**src/rtl/cpu_pkg.sv**
```systemverilog
// ============================================================================
// Module : cpu_pkg
// Shared EX-stage types: divider FSM states and mul/div op encodings.
// Rev    : 1.0
// ============================================================================
`default_nettype none

package cpu_pkg;

    typedef enum logic [1:0] {
        DIV_IDLE = 2'd0,
        DIV_CALC = 2'd1,
        DIV_DONE = 2'd2
    } div_state_e;

    // Divide/modulo encodings of mul_div_op; 3'd0-3'd3 are the multiplies.
    localparam logic [2:0] c_MDOP_DIV  = 3'd4;
    localparam logic [2:0] c_MDOP_MOD  = 3'd5;
    localparam logic [2:0] c_MDOP_DIVU = 3'd6;
    localparam logic [2:0] c_MDOP_MODU = 3'd7;

endpackage : cpu_pkg

`default_nettype wire

```
**src/rtl/ex_divider.sv**
```systemverilog
// ============================================================================
// Module : ex_divider
// Radix-2 restoring signed/unsigned divider with flush and valid/ready.
// Rev    : 1.0
// ============================================================================
`default_nettype none

module ex_divider
    import cpu_pkg::*;
#(
    parameter int WIDTH = 32,
    parameter int CNT_W = $clog2(WIDTH + 1)
) (
    input  logic             clk,
    input  logic             resetn,
    input  logic             in_valid,
    output logic             in_ready,
    input  logic             op_signed,
    input  logic             op_mod,
    input  logic [WIDTH-1:0] dividend,
    input  logic [WIDTH-1:0] divisor,
    input  logic             flush,
    output logic             out_valid,
    input  logic             out_ready,
    output logic [WIDTH-1:0] result,
    output logic             busy
);

    function automatic logic [WIDTH-1:0] neg(input logic [WIDTH-1:0] x);
        return ~x + WIDTH'(1);
    endfunction

    function automatic logic [WIDTH-1:0] abs_val(input logic [WIDTH-1:0] x,
                                                 input logic             sgn);
        return (sgn && x[WIDTH-1]) ? neg(x) : x;
    endfunction

    div_state_e       state_q, state_d;
    logic             mod_q, mod_d;
    logic             dsign_q, dsign_d;
    logic             vsign_q, vsign_d;
    logic [WIDTH-1:0] rem_q, rem_d;
    logic [WIDTH-1:0] quo_q, quo_d;
    logic [WIDTH-1:0] dvs_q, dvs_d;
    logic [CNT_W-1:0] cnt_q, cnt_d;
    logic [WIDTH-1:0] result_q, result_d;

    logic             w_accept;
    logic [WIDTH+1:0] w_trial;
    logic             w_ge;
    logic [WIDTH-1:0] w_rem_nx;
    logic [WIDTH-1:0] w_quo_nx;

    assign in_ready  = ((state_q == DIV_IDLE) || ((state_q == DIV_DONE) && out_ready)) && !flush;
    assign w_accept  = in_valid && in_ready;
    assign out_valid = (state_q == DIV_DONE);
    assign busy      = (state_q == DIV_CALC);
    assign result    = result_q;

    // Extra top bit keeps the borrow visible when the shifted remainder
    // itself spills into bit WIDTH (unsigned divisors above 2^(WIDTH-1)).
    assign w_trial  = {1'b0, rem_q, quo_q[WIDTH-1]} - {2'b00, dvs_q};
    assign w_ge     = !w_trial[WIDTH+1];
    assign w_rem_nx = w_ge ? w_trial[WIDTH-1:0] : {rem_q[WIDTH-2:0], quo_q[WIDTH-1]};
    assign w_quo_nx = {quo_q[WIDTH-2:0], w_ge};

    always_comb begin
        state_d  = state_q;
        mod_d    = mod_q;
        dsign_d  = dsign_q;
        vsign_d  = vsign_q;
        rem_d    = rem_q;
        quo_d    = quo_q;
        dvs_d    = dvs_q;
        cnt_d    = cnt_q;
        result_d = result_q;

        case (state_q)
            DIV_CALC: begin
                rem_d = w_rem_nx;
                quo_d = w_quo_nx;
                cnt_d = cnt_q - CNT_W'(1);
                if (cnt_q == CNT_W'(1)) begin
                    state_d = DIV_DONE;
                    if (mod_q) result_d = dsign_q ? neg(w_rem_nx) : w_rem_nx;
                    else       result_d = (dsign_q ^ vsign_q) ? neg(w_quo_nx) : w_quo_nx;
                end
            end
            DIV_DONE: begin
                if (out_ready) state_d = DIV_IDLE;
            end
            default: ;
        endcase

        if (w_accept) begin
            mod_d   = op_mod;
            dsign_d = op_signed && dividend[WIDTH-1];
            vsign_d = op_signed && divisor[WIDTH-1];
            if (divisor == '0) begin
                state_d  = DIV_DONE;
                cnt_d    = '0;
                result_d = op_mod ? dividend : '1;
            end else begin
                state_d = DIV_CALC;
                rem_d   = '0;
                quo_d   = abs_val(dividend, op_signed);
                dvs_d   = abs_val(divisor, op_signed);
                cnt_d   = CNT_W'(WIDTH);
            end
        end

        if (flush) state_d = DIV_IDLE;
    end

    always_ff @(posedge clk or negedge resetn) begin
        if (!resetn) begin
            state_q  <= DIV_IDLE;
            mod_q    <= 1'b0;
            dsign_q  <= 1'b0;
            vsign_q  <= 1'b0;
            rem_q    <= '0;
            quo_q    <= '0;
            dvs_q    <= '0;
            cnt_q    <= '0;
            result_q <= '0;
        end else begin
            state_q  <= state_d;
            mod_q    <= mod_d;
            dsign_q  <= dsign_d;
            vsign_q  <= vsign_d;
            rem_q    <= rem_d;
            quo_q    <= quo_d;
            dvs_q    <= dvs_d;
            cnt_q    <= cnt_d;
            result_q <= result_d;
        end
    end

endmodule : ex_divider

`default_nettype wire

```
**config.mk**
```make
export PLATFORM = sky130hd
export DESIGN_NAME = ex_divider
export DESIGN_NICKNAME = d
export VERILOG_FILES = /design/src/rtl/cpu_pkg.sv /design/src/rtl/ex_divider.sv
export SDC_FILE = /design/constraint.sdc
export NUM_CORES = 1
export LEC_CHECK = 0
export CORE_UTILIZATION = 40
export DETAILED_ROUTE_END_ITERATION = 6
export DONT_BUFFER_PORTS = 1
export PLACE_DENSITY = 0.53
export SYNTH_ARGS = -nofsm -noshare
export SYNTH_HDL_FRONTEND = slang
export SYNTH_SLANG_ARGS = --single-unit
export TNS_END_PERCENT = 5
```
**constraint.sdc**
```tcl
create_clock -name clk -period 6 [get_ports clk]
set_input_delay 0.9 -clock clk [delete_from_list [all_inputs] [get_ports clk]]
set_output_delay 0.9 -clock clk [all_outputs]
set_load 0.01 [all_outputs]
```
; Word level (Yosys, flattened, before mapping)
; Index checks and enable logic that the tools add are counted.
[classes]
n_addsub = 6
eq_ne = 5
n_mux = 26
bitwise_logic = 6
reduce_logical = 14
[op_table]
columns = op, count
row1 = two-way mux 32 bit, 17
row2 = adder 32 x 1 -> 32 bit (second input constant), 4
row3 = NOT 32 bit, 4
row4 = subtractor 33 x 32 -> 34 bit, 1
row5 = zero test 32 bit, 1
row6 = two-way mux 6 bit, 3
row7 = two-way mux 2 bit, 5
row8 = != test 4 x 2 -> 1 bit (second input constant), 2
row9 = == test 6 x 1 -> 1 bit (second input constant), 1
row10 = subtractor 6 x 1 -> 6 bit (second input constant), 1
row11 = logical AND 1 bit, 5
row12 = one-hot mux 2 bit (2 select lines), 1
row13 = nonzero test 4 bit, 1
row14 = AND reduction 3 bit, 1
row15 = == test 2 x 1 -> 1 bit (second input constant), 1
row16 = == test 2 bit (second input constant), 1
row17 = zero test 1 bit, 2
row18 = zero test 2 bit, 1
row19 = AND reduction 2 bit, 1
row20 = nonzero test 2 bit, 1
row21 = logical OR 1 bit, 1
row22 = NOT 1 bit, 1
row23 = bitwise XOR 1 bit, 1
[word_totals]
register_bits = 139
in_bits = 71
out_inout_bits = 35
elab_cells = 66

; Longest topological paths before layout
[logic_depth]
word_depth = 10
depth_mapped = 24
ltp_nobuf = 19

; Least setup slack after synthesis
; OpenSTA, ideal clock, no wires.
[synth_path]
kind = reg2reg
from = register rem_q[19]
to = register result_q[30], in the netlist result[30]
setup_ns = 0.135
t_arrival_ns = 5.064
t_required_ns = 5.865
slack_ns = 0.801
stages_incl_launch_ff = 23
synth_period_minus_slack_ns = 5.199
path_cell_list = dfrtp_1 -> ha_1 -> buf_2 -> a21oi_2 -> o21ai_1 -> a21o_1 -> a221o_1 -> or2_4 -> buf_6 -> buf_2 -> buf_2 -> clkbuf_1 -> o21ai_0 -> ha_1 -> nand2_1 -> or3_1 -> nor4_1 -> nand2_1 -> o31a_1 -> or4_4 -> o31ai_4 -> xnor2_1 -> a21oi_2
[synth_between]
elab_chain_cells = 10
word_cells_on_any_way = 14
classes_between = add/sub: 3 / mux: 8 / bitwise: 2 / reduce/logical: 1
[synth_lines]
columns = item, line_no
row1 = start: declaration, ex_divider.sv:42  ; logic [WIDTH-1:0] rem_q, rem_d;
row2 = start signal: assignment, ex_divider.sv:131  ; rem_q <= rem_d;
row3 = subtractor 33 x 32 -> 34 bit, ex_divider.sv:62  ; assign w_trial = {1'b0, rem_q, quo_q[WIDTH-1]} - {2'b00, dvs_q};
row4 = two-way mux 32 bit / zero test 1 bit (equally long branches), "ex_divider.sv:64, ex_divider.sv:63"
row5 = NOT 32 bit, ex_divider.sv:30  ; return ~x + WIDTH'(1);
row6 = adder 32 x 1 -> 32 bit, ex_divider.sv:30
row7 = "two-way mux 32 bit, on equally long branches", "ex_divider.sv:85, ex_divider.sv:86"
row8 = two-way mux 32 bit (*), ex_divider.sv:85  ; if (mod_q) result_d = dsign_q ? neg(w_rem_nx) : w_rem_nx;
row9 = two-way mux 32 bit (*), ex_divider.sv:83  ; if (cnt_q == CNT_W'(1)) begin
row10 = two-way mux 32 bit (*), ex_divider.sv:78  ; case (state_q)
row11 = two-way mux 32 bit, ex_divider.sv:99  ; if (divisor == '0) begin
row12 = two-way mux 32 bit (*), ex_divider.sv:95  ; if (w_accept) begin
row13 = via result_d[30], ex_divider.sv:46  ; logic [WIDTH-1:0] result_q, result_d;
row14 = end signal: assignment, ex_divider.sv:135  ; result_q <= result_d;
row15 = end: declaration, ex_divider.sv:46
; The timed path passes the listed nets; every way through them passes the cells marked *.
; A chain may end at the register's enable or synchronous reset.

; Worst setup path in the final report
[layout_path]
from = register rem_q[17]
to = register result_q[30], in the netlist result[30]
; The elaborated chain is that of the path after synthesis.

==> out/qor.log <==
qor: status.run_status complete, no violations
qor: placement.preCtsSetupSlack 0.763 ns
qor: floorplanning.floorplan.die.width 173 um
qor: worst_setup_path.critical_path_source_type register
qor: worst_setup_path.worstPathRequired 6.28 ns
qor: power_and_ir_drop.total_switching_power 3.76 mW
qor: clocking.cts.root.buffer_cell sky130_fd_sc_hd__clkbuf_16
qor: final_layout.final_cell_mix sky130_fd_sc_hd__nand2_1 (162), sky130_fd_sc_hd__nor2_1 (153), sky130_fd_sc_hd__dfrtp_1 (139)
qor: final_layout.nNetsFinal 1538
qor: power_and_ir_drop.fin_total_pwr 7.39 mW
qor: placement.gp_congestion 0.857
qor: timing.hold_ws 0.158 ns
qor: global_routing.track_usage 24.7%
qor: synth.dominant_combinational_cell_family_by_area_after_synthesis compound AO/OA/AOI/OAI gates
qor: job.drv_cap 0
qor: final_layout.antenna_cell_count 0
qor: power_and_ir_drop.p_leak 5.05 nW
qor: routing.routed_wire_length_per_instance 20.2 um
qor: timing.period_minus_slack 5.32 ns
qor: synth.synth_enable_flop_cells 0
qor: power_and_ir_drop.seqPwrFrac 23.9%
qor: synth.synth.net_count 1590
qor: power_and_ir_drop.p_int 3.63 mW
qor: worst_setup_path.worstRegToRegCells 17
qor: power_and_ir_drop.power.share.combinational 60.7%
qor: clocking.cts_resized 0
qor: power_and_ir_drop.clock_power_share 15.4%
qor: placement.numPortBuffers 0
qor: power_and_ir_drop.irDropWorstVdd 0.284 mV
qor: timing.post-route-worst-setup-slack 0.681 ns
qor: synth.synth_simple_gate_area_share 20.9%
qor: synth.area_of_the_mapped_netlist 11800 um2
qor: global_routing.grt_first_pass_wirelength 58600 um
qor: synth.synth-seq-area-share 29.6%
qor: synth.synth_cell_type_count 89
qor: synth.yosysTopAreaCell sky130_fd_sc_hd__dfrtp_1
qor: synth.synth_fa_ha_area_share 4.22%
qor: timing.setup_viol 0
qor: timing.max-slew-margin-rel 27.1%
qor: synth.area_fraction_in_compound_gates_after_synthesis 24.8%
qor: floorplanning.core_region_area 28800 um2
qor: timing.drv_slew 0
qor: timing.setup_repair_after_global_routing_missed_its_margin no
qor: synth.syn_inst 1480
qor: synth.synthesis.yosys.warnings 0
qor: timing.tns 0 ns
qor: synth.synth.top_cells.by_area sky130_fd_sc_hd__dfrtp_1 (30%), sky130_fd_sc_hd__xnor2_1 (6.3%), sky130_fd_sc_hd__o21ai_0 (5.2%)
qor: synth.synth_top_area_share 29.6%
qor: synth.register_bit_total_from_synthesis 139
qor: synth.syn_area_per_cell 7.94 um2
qor: clocking.max-clock-path-buffers 2
qor: global_routing.antenna_found_initial 0
qor: synth.synth_xor_area_share 10.4%
qor: min_path.worstHoldPathType in2async
qor: timing.fin_worst_skew 0.0165 ns
qor: routing.drt-total-wl 36900 um
qor: global_routing.grt_max_degree 140
qor: floorplanning.placement_rows 62
qor: clocking.hold_buf_cts 0
qor: synth.ys_dominant_reg_cell sky130_fd_sc_hd__dfrtp_1
qor: global_routing.number_of_global_route_vias_before_repair 10224
qor: floorplanning.die_h 173 um
qor: final_layout.layout-area-overhead-vs-synth 7.16%
qor: clocking.tritoncts built
qor: worst_setup_path.critical_path_class reg2reg
qor: final_layout.final.fill_count 2903
qor: timing.tightestPinTransition 1.07 ns
qor: final_layout.final_layout_size_suffix_gt1_share 6.59%
qor: routing.drc 0
qor: floorplanning.io_pins 106
qor: worst_setup_path.critical_path.endpoint_type register
qor: power_and_ir_drop.power.share.switching 50.9%
qor: routing.detail-route-antenna-nets 0
qor: clocking.clkSlewWorstSetupHoldPaths 0.07 ns
qor: timing.fmaxAchievable 188 MHz
qor: timing.hold_violations 0
qor: clocking.cts_post_setup_buffers_inserted 0
qor: worst_setup_path.critical_path_data_arrival_time 5.60 ns
qor: placement.hpwlAfterDp 27100 um
qor: power_and_ir_drop.power_per_cell_area 587 nW/um2
qor: placement.place_inst 1793
qor: synth.ys_async_sr_fraction 100%
qor: timing.layout_worst_path_cycle_share 88.6%
qor: routing.vias_per_cell 5.91
qor: worst_setup_path.r2r_slack 0.68 ns
qor: floorplanning.die-area 30100 um2
qor: clocking.htree_num_levels 4
qor: synth.yosys-mux-area-fraction 4.83%
qor: global_routing.grt_remaining_overflow 0
qor: clocking.cts-buffers-inserted 17
qor: final_layout.layout.cells.most_common sky130_fd_sc_hd__nand2_1
qor: final_layout.stdcell_count 1825
qor: routing.route.vias.total 10778
qor: floorplanning.start_util 40.8%
qor: routing.drt_pre_antenna_iters 5
qor: clocking.cts_num_sinks 139
qor: clocking.clkLatencyLatePin 0.44 ns
qor: routing.drtIter0Drc 771
qor: worst_setup_path.timing.critical_path.fanout_max 11
## path summary, 6_finish.rpt
kind,startpoint,to
setup / recovery,rem_q[17],result[30]
hold / removal,resetn,dvs_q[5]
setup reg to reg,rem_q[17],result[30]
hold reg to reg,dvs_q[27],dvs_q[27]
max in group asynchronous,resetn,quo_q[30]
min in group clk,dvs_q[27],dvs_q[27]
## metrics by stage
stage,util (%),cell area (um2)
6_report,43.7,12600
2_1_floorplan,-,11800
3_3_place_gp,41.6,12000
3_5_place_dp,41.6,12000
5_1_grt,43.7,12600
4_1_cts,43.7,12600
## final cells by class
cell class | count | area [um2] | share of cell area, %
clock buffers | 19 | 453 | 3.60
clock inverters | 13 | 155 | 1.23
inverters | 61 | 229 | 1.82
multi-input cells | 1193 | 7670 | 61.0
flip-flops and latches | 139 | 3480 | 27.6
well taps | 384 | 480 | 3.82
repair buffers | 16 | 120 | 0.954
## synthesized netlist by cell type, types with 6 or more instances
cell / instances
sky130_fd_sc_hd__nand2_1: 162
sky130_fd_sc_hd__nor2_1: 154
sky130_fd_sc_hd__dfrtp_1: 139
sky130_fd_sc_hd__o21ai_0: 123
sky130_fd_sc_hd__a21oi_1: 112
sky130_fd_sc_hd__xnor2_1: 84
sky130_fd_sc_hd__clkbuf_1: 62
sky130_fd_sc_hd__inv_1: 59
sky130_fd_sc_hd__xor2_1: 55
sky130_fd_sc_hd__mux2i_1: 53
sky130_fd_sc_hd__a211oi_1: 46
sky130_fd_sc_hd__nor3_1: 41
sky130_fd_sc_hd__ha_1: 38
sky130_fd_sc_hd__or3_1: 27
sky130_fd_sc_hd__nand3_1: 26
sky130_fd_sc_hd__o31ai_1: 26
sky130_fd_sc_hd__nor4_1: 20
sky130_fd_sc_hd__a31oi_1: 18
sky130_fd_sc_hd__and2_1: 16
sky130_fd_sc_hd__buf_2: 14
sky130_fd_sc_hd__nand4_1: 13
sky130_fd_sc_hd__o211ai_1: 12
sky130_fd_sc_hd__a21o_1: 10
sky130_fd_sc_hd__a21oi_2: 8
sky130_fd_sc_hd__o31a_1: 8
sky130_fd_sc_hd__o41ai_1: 8
sky130_fd_sc_hd__nand2b_1: 6
sky130_fd_sc_hd__o21a_1: 6
## sequential cells by signal, indices dropped and copies added, names as in the netlist
register  flops
cnt_q         6
dsign_q       1
dvs_q        32
mod_q         1
quo_q        32
rem_q        32
result       32
state_q       2
vsign_q       1
## layer usage
layer	track usage (%)	part of all wire, %	vias up
met5	0	0	-
met4	7.01	2.0	0
met3	4.32	5.1	43
met2	39.9	46	259
met1	33.6	46	5247
li1	-	-	5229
## critical path, stage by stage, from the launching register on
cell and delay, ns:
sky130_fd_sc_hd__dfrtp_1 0.43, sky130_fd_sc_hd__ha_1 0.45, sky130_fd_sc_hd__a21oi_1 0.26, sky130_fd_sc_hd__o21ai_1 0.13, sky130_fd_sc_hd__a21o_1 0.23, sky130_fd_sc_hd__a221o_1 0.40
sky130_fd_sc_hd__or2_4 0.33, sky130_fd_sc_hd__o21ai_0 0.32, sky130_fd_sc_hd__ha_1 0.28, sky130_fd_sc_hd__nand2_1 0.05, sky130_fd_sc_hd__or3_1 0.32, sky130_fd_sc_hd__nor4_1 0.56
sky130_fd_sc_hd__nand2_1 0.10, sky130_fd_sc_hd__o31a_1 0.34, sky130_fd_sc_hd__or4_4 0.50, sky130_fd_sc_hd__o31ai_4 0.23, sky130_fd_sc_hd__xnor2_1 0.16, sky130_fd_sc_hd__a21oi_2 0.07
## kinds of logic after synthesis
logic type                 Yosys count
adders and majority gates           39
buffers and inverters              148
and+or+nand+nor                    515
DFF                                139
AOI/OAI and AO/OA                  444
xor gates and xnor gates           139
muxes                               56
## power by group through the flow
stage / clock network [mW] / logic [mW] / registers, mW
floorplan: 0 / 3.52 / 1.61
finish: 1.14 / 4.49 / 1.77
CTS: 1.15 / 4.47 / 1.76
global route: 1.19 / 4.94 / 1.82
global placement: 0 / 4.45 / 1.77
detailed placement: 0 / 4.44 / 1.78
Note: power is estimated with default switching activity, not from simulation.
